**src/rtl/sink_a_multibeat.sv**
```systemverilog
// sink_a_multibeat: A-channel ingress for the L2 cache.
// First beat of each transaction produces one scheduler request; every data
// beat is parked in an indexed put buffer that the scheduler pops beat by beat.
// Optional feature macro: SINKA_REQ_REG_EN (registered request output stage).
module sink_a_multibeat #(
    parameter int ADDR_W    = 32,
    parameter int DATA_W    = 64,
    parameter int SOURCE_W  = 8,
    parameter int SET_W     = 6,
    parameter int OFFSET_W  = 4,
    parameter int SIZE_W    = 3,
    parameter int OP_W      = 3,
    parameter int PARAM_W   = 3,
    parameter int PUT_LISTS = 4,
    parameter int MAX_BEATS = 4,
    localparam int MASK_W   = DATA_W / 8,
    localparam int TAG_W    = ADDR_W - SET_W - OFFSET_W,
    localparam int PUT_W    = $clog2(PUT_LISTS),
    localparam int BEAT_W   = (MAX_BEATS > 1) ? $clog2(MAX_BEATS) : 1
) (
    input  logic                clk,
    input  logic                rst,
    input  logic                a_valid,
    output logic                a_ready,
    input  logic [OP_W-1:0]     a_opcode,
    input  logic [SIZE_W-1:0]   a_size,
    input  logic [SOURCE_W-1:0] a_source,
    input  logic [ADDR_W-1:0]   a_address,
    input  logic [MASK_W-1:0]   a_mask,
    input  logic [DATA_W-1:0]   a_data,
    input  logic [PARAM_W-1:0]  a_param,
    output logic                req_valid,
    input  logic                req_ready,
    output logic [OP_W-1:0]     req_opcode,
    output logic [SIZE_W-1:0]   req_size,
    output logic [SOURCE_W-1:0] req_source,
    output logic [PARAM_W-1:0]  req_param,
    output logic [TAG_W-1:0]    req_tag,
    output logic [SET_W-1:0]    req_set,
    output logic [OFFSET_W-1:0] req_offset,
    output logic [PUT_W-1:0]    req_put,
    output logic [BEAT_W:0]     req_beats,
    input  logic                invalidate_ready,
    input  logic                flush_ready,
    input  logic                pb_pop_valid,
    output logic                pb_pop_ready,
    input  logic [PUT_W-1:0]    pb_pop_index,
    output logic [DATA_W-1:0]   pb_beat_data,
    output logic [MASK_W-1:0]   pb_beat_mask,
    output logic                pb_last,
    output logic                empty
);

    localparam int CNT_W = BEAT_W + 1;

    typedef enum logic {IDLE, BURST} state_t;

    state_t               state;
    logic [PUT_W-1:0]     burst_put;
    logic [PUT_LISTS-1:0] busy;
    logic [CNT_W-1:0]     wr_cnt [PUT_LISTS];
    logic [CNT_W-1:0]     rd_cnt [PUT_LISTS];
    logic [CNT_W-1:0]     total  [PUT_LISTS];
    logic [DATA_W-1:0]    buf_data [PUT_LISTS][MAX_BEATS];
    logic [MASK_W-1:0]    buf_mask [PUT_LISTS][MAX_BEATS];

    logic                 is_data;
    logic                 hint_ok;
    logic                 free;
    logic                 slot_ok;
    logic                 first_ok;
    logic                 first_fire;
    logic                 burst_fire;
    logic                 burst_last;
    logic                 pop_fire;
    logic                 pop_done;
    logic [PUT_W-1:0]     alloc_idx;
    logic [CNT_W-1:0]     beats;
    logic [31:0]          beat_bytes;
    logic [31:0]          beat_q;
    logic [CNT_W-1:0]     pop_rd;

    assign is_data = (a_opcode == OP_W'(0)) || (a_opcode == OP_W'(1));
    // Hint (opcode 5) waits for the matching downstream ready: invalidate on param 1, flush otherwise.
    assign hint_ok = (a_opcode != OP_W'(5)) ||
                     ((a_param == PARAM_W'(1)) ? invalidate_ready : flush_ready);
    assign free    = ~&busy;

    // Lowest-index free list, from registered busy only.
    always_comb begin
        alloc_idx = '0;
        for (int i = PUT_LISTS - 1; i >= 0; i--) begin
            if (!busy[i]) alloc_idx = PUT_W'(i);
        end
    end

    // Beat count of the incoming transaction, clamped to [1, MAX_BEATS].
    always_comb begin
        beat_bytes = 32'd1 << a_size;
        beat_q     = beat_bytes / 32'(MASK_W);
        if (beat_q == 32'd0) beat_q = 32'd1;
        if (beat_q > 32'(MAX_BEATS)) beat_q = 32'(MAX_BEATS);
        beats = CNT_W'(beat_q);
    end

    assign first_ok   = slot_ok && hint_ok && (!is_data || free);
    assign a_ready    = !rst && ((state == BURST) || first_ok);
    assign first_fire = a_valid && a_ready && (state == IDLE);
    assign burst_fire = a_valid && a_ready && (state == BURST);
    assign burst_last = (wr_cnt[burst_put] + CNT_W'(1)) == total[burst_put];

    assign pop_rd       = rd_cnt[pb_pop_index];
    assign pb_pop_ready = !rst && busy[pb_pop_index] && (pop_rd < wr_cnt[pb_pop_index]);
    assign pb_beat_data = buf_data[pb_pop_index][pop_rd[BEAT_W-1:0]];
    assign pb_beat_mask = buf_mask[pb_pop_index][pop_rd[BEAT_W-1:0]];
    assign pop_done     = (pop_rd + CNT_W'(1)) == total[pb_pop_index];
    assign pb_last      = pb_pop_ready && pop_done;
    assign pop_fire     = pb_pop_valid && pb_pop_ready;

    assign empty = rst || (!(|busy) && (state == IDLE));

    // Receive FSM plus per-list bookkeeping. An allocating list is never busy
    // and a popped list always is, so allocate and pop never hit the same list.
    always_ff @(posedge clk) begin
        if (rst) begin
            state     <= IDLE;
            burst_put <= '0;
            busy      <= '0;
            for (int i = 0; i < PUT_LISTS; i++) begin
                wr_cnt[i] <= '0;
                rd_cnt[i] <= '0;
                total[i]  <= '0;
            end
        end else begin
            if (first_fire && is_data) begin
                busy[alloc_idx]   <= 1'b1;
                wr_cnt[alloc_idx] <= CNT_W'(1);
                rd_cnt[alloc_idx] <= '0;
                total[alloc_idx]  <= beats;
                if (beats > CNT_W'(1)) begin
                    state     <= BURST;
                    burst_put <= alloc_idx;
                end
            end
            if (burst_fire) begin
                wr_cnt[burst_put] <= wr_cnt[burst_put] + CNT_W'(1);
                if (burst_last) state <= IDLE;
            end
            if (pop_fire) begin
                if (pop_done) begin
                    busy[pb_pop_index]   <= 1'b0;
                    wr_cnt[pb_pop_index] <= '0;
                    rd_cnt[pb_pop_index] <= '0;
                    total[pb_pop_index]  <= '0;
                end else begin
                    rd_cnt[pb_pop_index] <= pop_rd + CNT_W'(1);
                end
            end
        end
    end

    // Put buffer storage; contents need no reset because the counters gate every read.
    always_ff @(posedge clk) begin
        if (first_fire && is_data) begin
            buf_data[alloc_idx][0] <= a_data;
            buf_mask[alloc_idx][0] <= a_mask;
        end
        if (burst_fire) begin
            buf_data[burst_put][wr_cnt[burst_put][BEAT_W-1:0]] <= a_data;
            buf_mask[burst_put][wr_cnt[burst_put][BEAT_W-1:0]] <= a_mask;
        end
    end

    logic [PUT_W-1:0] nxt_put;
    assign nxt_put = is_data ? alloc_idx : '0;

`ifdef SINKA_REQ_REG_EN
    logic                rq_valid;
    logic [OP_W-1:0]     rq_opcode;
    logic [SIZE_W-1:0]   rq_size;
    logic [SOURCE_W-1:0] rq_source;
    logic [PARAM_W-1:0]  rq_param;
    logic [ADDR_W-1:0]   rq_address;
    logic [PUT_W-1:0]    rq_put;
    logic [CNT_W-1:0]    rq_beats;

    assign slot_ok = !rq_valid || req_ready;

    // One-entry request register: loads on first-beat acceptance, drains on req_ready.
    always_ff @(posedge clk) begin
        if (rst) begin
            rq_valid <= 1'b0;
        end else if (first_fire) begin
            rq_valid <= 1'b1;
        end else if (req_ready) begin
            rq_valid <= 1'b0;
        end
        if (first_fire) begin
            rq_opcode  <= a_opcode;
            rq_size    <= a_size;
            rq_source  <= a_source;
            rq_param   <= a_param;
            rq_address <= a_address;
            rq_put     <= nxt_put;
            rq_beats   <= beats;
        end
    end

    assign req_valid  = rq_valid && !rst;
    assign req_opcode = rq_opcode;
    assign req_size   = rq_size;
    assign req_source = rq_source;
    assign req_param  = rq_param;
    assign req_tag    = rq_address[ADDR_W-1 -: TAG_W];
    assign req_set    = rq_address[OFFSET_W +: SET_W];
    assign req_offset = rq_address[OFFSET_W-1:0];
    assign req_put    = rq_put;
    assign req_beats  = rq_beats;
`else
    assign slot_ok    = req_ready;
    assign req_valid  = !rst && (state == IDLE) && a_valid && first_ok;
    assign req_opcode = a_opcode;
    assign req_size   = a_size;
    assign req_source = a_source;
    assign req_param  = a_param;
    assign req_tag    = a_address[ADDR_W-1 -: TAG_W];
    assign req_set    = a_address[OFFSET_W +: SET_W];
    assign req_offset = a_address[OFFSET_W-1:0];
    assign req_put    = nxt_put;
    assign req_beats  = beats;
`endif

endmodule

```
**config.mk**
```make
export PLATFORM = sky130hd
export DESIGN_NAME = sink_a_multibeat
export DESIGN_NICKNAME = d
export VERILOG_FILES = /design/src/rtl/sink_a_multibeat.sv
export SDC_FILE = /design/constraint.sdc
export NUM_CORES = 1
export LEC_CHECK = 0
export CAP_MARGIN = 20
export CORE_AREA = 10 10 341 343
export CTS_BUF_LIST = sky130_fd_sc_hd__clkbuf_8
export DETAILED_ROUTE_END_ITERATION = 8
export DIE_AREA = 0 0 351 353
export PLACE_DENSITY = 0.61
export SLEW_MARGIN = 20
export SYNTH_ARGS = -nofsm -noshare
export SYNTH_HDL_FRONTEND = slang
export SYNTH_SLANG_ARGS = --single-unit
```
**constraint.sdc**
```tcl
create_clock -name clk -period 16.4 [get_ports clk]
set_clock_uncertainty 0.2 [all_clocks]
set_input_delay 2.46 -clock clk [delete_from_list [all_inputs] [get_ports clk]]
set_output_delay 2.46 -clock clk [all_outputs]
set_load 0.005 [all_outputs]
```
Yosys cells after proc, flatten, opt, wreduce, memory -nomap -nowiden
Memory sizes are Yosys's and may differ from the RTL's. A register that Yosys moved wholly into a read port is not among the register bits.
Cells that the tools add are included.
Word-level totals
  register bits after elaboration: 7
  output and inout port bits: 131
  input port bits: 130
  logic and storage cells: 157
  RAM bits: 1188
  memories: 5
Operators by class
  eq/ne operators: 5
  order comparisons: 10
  mux-type cells: 83
  reduce and logical (&&, ||, !) cells: 41
  shift operators: 1
  add/sub/neg operators: 2
  bitwise gates (word level): 7
Memories
  buf_data: words 4, bits a word 256, read ports 1, clocked after memory_dff 0, wr ports 1, RTL line 64  | logic [DATA_W-1:0] buf_data [PUT_LISTS][MAX_BEATS];
  buf_mask: words 4, bits a word 32, read ports 1, clocked after memory_dff 0, wr ports 1, RTL line 65  | logic [MASK_W-1:0] buf_mask [PUT_LISTS][MAX_BEATS];
  rd_cnt: words 4, bits a word 3, read ports 1, clocked after memory_dff 0, wr ports 4, RTL line 62  | logic [CNT_W-1:0] rd_cnt [PUT_LISTS];
  total: words 4, bits a word 3, read ports 2, clocked after memory_dff 1, wr ports 4, RTL line 63  | logic [CNT_W-1:0] total [PUT_LISTS];
  wr_cnt: words 4, bits a word 3, read ports 2, clocked after memory_dff 1, wr ports 4, RTL line 61  | logic [CNT_W-1:0] wr_cnt [PUT_LISTS];
Operators by type and width (count)
  $mux W256: 3
  $reduce_or A256 Y1: 1
  $mux W64: 3
  $bmux W64 S2: 1
  $demux W64 S2: 1
  $mux W32: 3
  $mux W2: 18
  $logic_not A32 Y1: 1
  $mux W1: 32
  $reduce_or A32 Y1: 1
  $shl A1 B3 Y32 const A: 1
  $gt A29 B3 Y1 const B: 1
  $mux W29: 1
  $mux W3: 9
  $mux W8: 3
  $reduce_or A3 Y1: 7
  $logic_and A1 B1 Y1: 18
  $bmux W8 S2: 1
  $demux W8 S2: 1
  $mux W4: 4
  $add A3 B1 Y3 const B: 2
  $eq A3 B1 Y1 const B: 2
  $eq A3 B3 Y1: 2
  $ge A3 B3 Y1 const B: 2
  20 further kinds: 31

Depth between registers and ports, before layout
  depth after elaboration: 16
  depth in mapped cells: 12
  depth with buffers taken out: 7

Least setup slack after synthesis
No wires, ideal clock.
  path kind: input -> output
  start point: in pb_pop_index[0]
  end point: out pb_last
  cell stages on the path: 9
  slack: 8936 ps
  arrival: 4804 ps
  path buffers: 4
  cell sequence: buf_6 -> mux4_2 -> buf_2 -> buf_2 -> buf_1 -> ha_1 -> xnor2_1 -> nand2_1 -> nor4_1
Between the ends
  cells in the longest elaborated chain, start to end: 5
  elaborated cells on any way between the ends: 11
  classes of those cells: 1 x add/sub; 1 x order compare; 1 x eq/ne; 2 x mux; 3 x reduce/logical; 3 x memory
RTL lines
  from (decl): RTL line 47  | input logic [PUT_W-1:0] pb_pop_index,
  branches (longest 4 deep; another with $mem_v2 Z4 W3)
  $logic_and A1 B1 Y1 (*): RTL line 117  | assign pb_last = pb_pop_ready && pop_done;
  to (decl): RTL line 50  | output logic pb_last,
Every way passes the cells marked *. The select of a mux whose other input is x is not followed.

Worst setup path after layout
  start point: in pb_pop_index[0]
  end point: out pb_beat_data[6]
Between the ends
  cells in the longest elaborated chain, start to end: 5
  elaborated cells on any way between the ends: 6
  classes of those cells: 3 x mux; 1 x bitwise; 2 x memory
RTL lines
  $mem_v2 Z4 W3
  $not A2 Y3 (not written as such): RTL line 114  | assign pb_beat_data = buf_data[pb_pop_index][pop_rd[BEAT_W-1:0]];
  $bmux W64 S2 (*): RTL line 114
  $mux W64 (not written as such) (*) (2 in a row): RTL line 114
  to (decl): RTL line 48  | output logic [DATA_W-1:0] pb_beat_data,
Every way passes the cells marked *; elsewhere a longest branch is shown, timed or not. The select of a mux whose other input is x is not followed.

==> results.cfg <==
[global_route]
grt_max_degree = 175
grt_overflow_total = 0
first_global_vias = 23700
antenna_found_initial = 18
grt_usage = 0.175
grt_pass1_wl_mm = 160

[detailed_routing]
vias = 22500
dr.pass1.iters = 5
wirelength_mm = 109
drc = 0
via_per_inst = 5.60
drt_iter0_drc = 1948
antenna_left = 0
wl_per_cell_um = 27.1

[yosys]
synthTopCellsByArea = edfxtp_1 (75%), mux4_2 (15%), mux2i_1 (1.7%), dfxtp_1 (1.4%), a211oi_1 (1.2%)
ys_types = 46
synthSimpleGateAreaFrac = 0.0242
synth_xor_area_frac = 0.00166
synth_area_um2 = 46800
synth.avg_cell_area_um2 = 21.5
synth_common_cells = edfxtp_1 (1164), mux4_2 (304), a21oi_1 (97)
yosysSeqAreaShare = 0.761
yosysWarnings = 0
synth_seq_cells = 1197
synth_edf_count = 1164
yosysTopAreaCellShare = 0.747
synth-compound-area-share = 0.0275
synth.most_common_cell = edfxtp_1
synth_flop_cell = edfxtp_1
synth_top_family_by_area = multiplexers
synthMuxAreaShare = 0.164
async_reset_ff_frac = 0
synth_fa_ha_area_frac = 0.00187
syn-num-nets = 2313
synthCells = 2176
yosysTopAreaCell = edfxtp_1

[pwr]
leakage_nw = 16.7
sequentialPowerShare = 0.564
ir_worst_vdd_mv = 0.0591
clkPwrFrac = 0.377
comb_power_share = 0.059
switching_power_mw = 1.34
power_density_nw_per_um2 = 112
internal-power_mw = 4.62
p_sw_frac = 0.225

[timing]
layout_setup_ws_ns = 6.89
period_needed_ns = 9.51
slew_violations = 0
post-route-period-util = 0.580
tightest_slew_ns = 1.11
finalHoldViolCount = 0
setup_violations = 0
max_freq_mhz = 105
fin_setup_tns_ns = 0
rsz0062_at_grt = false
relSlewSlack = 0.260

[layout]
drive_above_1_share = 0.235
area_delta_synth_final_pct = 14.1
fin_nets = 2565
n_fill_cell = 8895

[die]
rows = 122
die_w_um = 351
num_io_pins = 261
dieArea_um2 = 124000
die_y_um = 353
core_um2 = 110000
initial_core_util = 0.426

[critical_path]
reg2regPathDepth = 7
start_kind = input port
endpoint_kind = primary output
cp.required_ns = 13.74
worstSetupPathType = in2out
worstPathMaxFanout = 68
arrival_ns = 6.85

[hold_path]
min_path_type = reg2reg
min_path_cells = 2

[clock_tree]
cts-hold-fix-buffers = 0
cts_resized = 0
numCtsBuffers = 189
cts_num_sinks = 1197
postCtsSetupBuffers = 0
clk_pin_slew_worst_paths_ns = 0.06
cts_htree_levels = 4
clkLatencyLatePin_ns = 0.83
clock-root-buffer = clkbuf_8
cts_tree = done
cts.path.max_buffers = 3

[placement]
routabilityCongestion = 0.796
port_buffers = 180
place_ws_ns = 6.78
hpwl_mm = 55.6

[run]
cap_viol_max_count = 0

[status]
status = complete, no violations
## worst paths after layout
check / from / endpoint / slack, ns
max: pb_pop_index[0] / pb_beat_data[6] / 6.89
min: wr_cnt[3][1] / wr_cnt[3][1] / 0.28
max reg2reg: flop / buf_data[1][213] / 12.30
min reg2reg: wr_cnt[3][1] / wr_cnt[3][1] / 0.28
## layer usage
| layer | wire length [um] | part of all wire | track usage | vias up |
|---|---|---|---|---|
| met4 | 2820 | 0.026 | 0.0599 | 28 |
| met2 | 52700 | 0.49 | 0.278 | 712 |
| met1 | 44700 | 0.41 | 0.230 | 11900 |
| met5 | 156 | 0.0014 | 0 | - |
| met3 | 8140 | 0.075 | 0.0493 | 241 |
| li1 | - | - | - | 9592 |
## cells by family (layout without fill, tap and decap cells)
logic type	Yosys count	count (layout)
compound gates	203	203
xor+xnor	8	8
fa+ha+maj	7	7
buf+inv	177	582
flops	1197	1197
mux	385	385
other cells	0	4
simple gates	199	199
## registers in the layout, indices dropped and copies added, names as in the netlist, named ones only
register / count
state: 1
buf_mask: 128
rd_cnt: 12
total: 12
buf_data: 1024
busy: 4
burst_put: 2
wr_cnt: 12
## critical path: stages
cell and delay (ns):
buf_8 0.50, mux4_4 0.93, buf_4 0.77, buf_4 0.79, a211oi_1 0.20, a21oi_1 0.29, clkdlybuf4s50_1 0.56
## layout make-up
class	count	area, um2	area share
clock inverters	155	739	0.0139
well taps	1426	1780	0.0334
clock buffers	189	2600	0.0487
inverters	10	37.5	0.000703
flip-flops and latches	1197	35600	0.667
repair buffers	228	2220	0.0416
diodes	4	10.0	0.000188
multi-input cells	802	10400	0.194
## metrics by stage
step                std cells  hold WS (ns)  cell area [um2]  utilization  total power, mW
floorplan                2176         0.243            46800            -             3.62
global placement         3662         0.260            50000        0.456             3.78
detailed placement       3662         0.269            50000        0.456             3.78
CTS                      4006         0.278            53300        0.486             6.03
global route             4010         0.312            53400        0.486             6.19
finish                   4011         0.277            53400        0.486             5.96
## cell usage in the layout (no fill, tap or decap), types with 3 or more instances in the layout
| cell | Yosys | final |
|---|---|---|
| a211oi_1 | 75 | 75 |
| a21oi_1 | 97 | 97 |
| a31oi_1 | 6 | 6 |
| buf_4 | 49 | 44 |
| clkbuf_8 | 0 | 189 |
| clkdlybuf4s50_1 | 0 | 178 |
| clkinv_1 | 0 | 52 |
| clkinv_2 | 0 | 21 |
| clkinvlp_4 | 0 | 4 |
| dfxtp_1 | 33 | 33 |
| diode_2 | 0 | 4 |
| edfxtp_1 | 1164 | 1164 |
| ha_1 | 7 | 7 |
| inv_1 | 9 | 76 |
| inv_8 | 0 | 4 |
| mux2i_1 | 81 | 81 |
| mux4_2 | 304 | 302 |
| nand2_1 | 22 | 22 |
| nand2b_1 | 6 | 6 |
| nand3_1 | 20 | 20 |
| nor2_1 | 40 | 24 |
| nor2_4 | 0 | 16 |
| nor2b_1 | 78 | 78 |
| nor3_1 | 12 | 12 |
| nor4_4 | 4 | 4 |
| o211ai_1 | 13 | 13 |
| o21ai_0 | 5 | 5 |
| xnor2_1 | 4 | 4 |
| xor2_1 | 3 | 3 |
## power groups by stage
stage	clock [mW]	sequential, mW	combinational (mW)
detailed placement	0	3.42	0.361
global route	2.45	3.36	0.386
global placement	0	3.42	0.355
finish	2.25	3.36	0.354
floorplan	0	3.42	0.197
CTS	2.31	3.36	0.362
No activity file was read; power rests on OpenSTA's default activity.
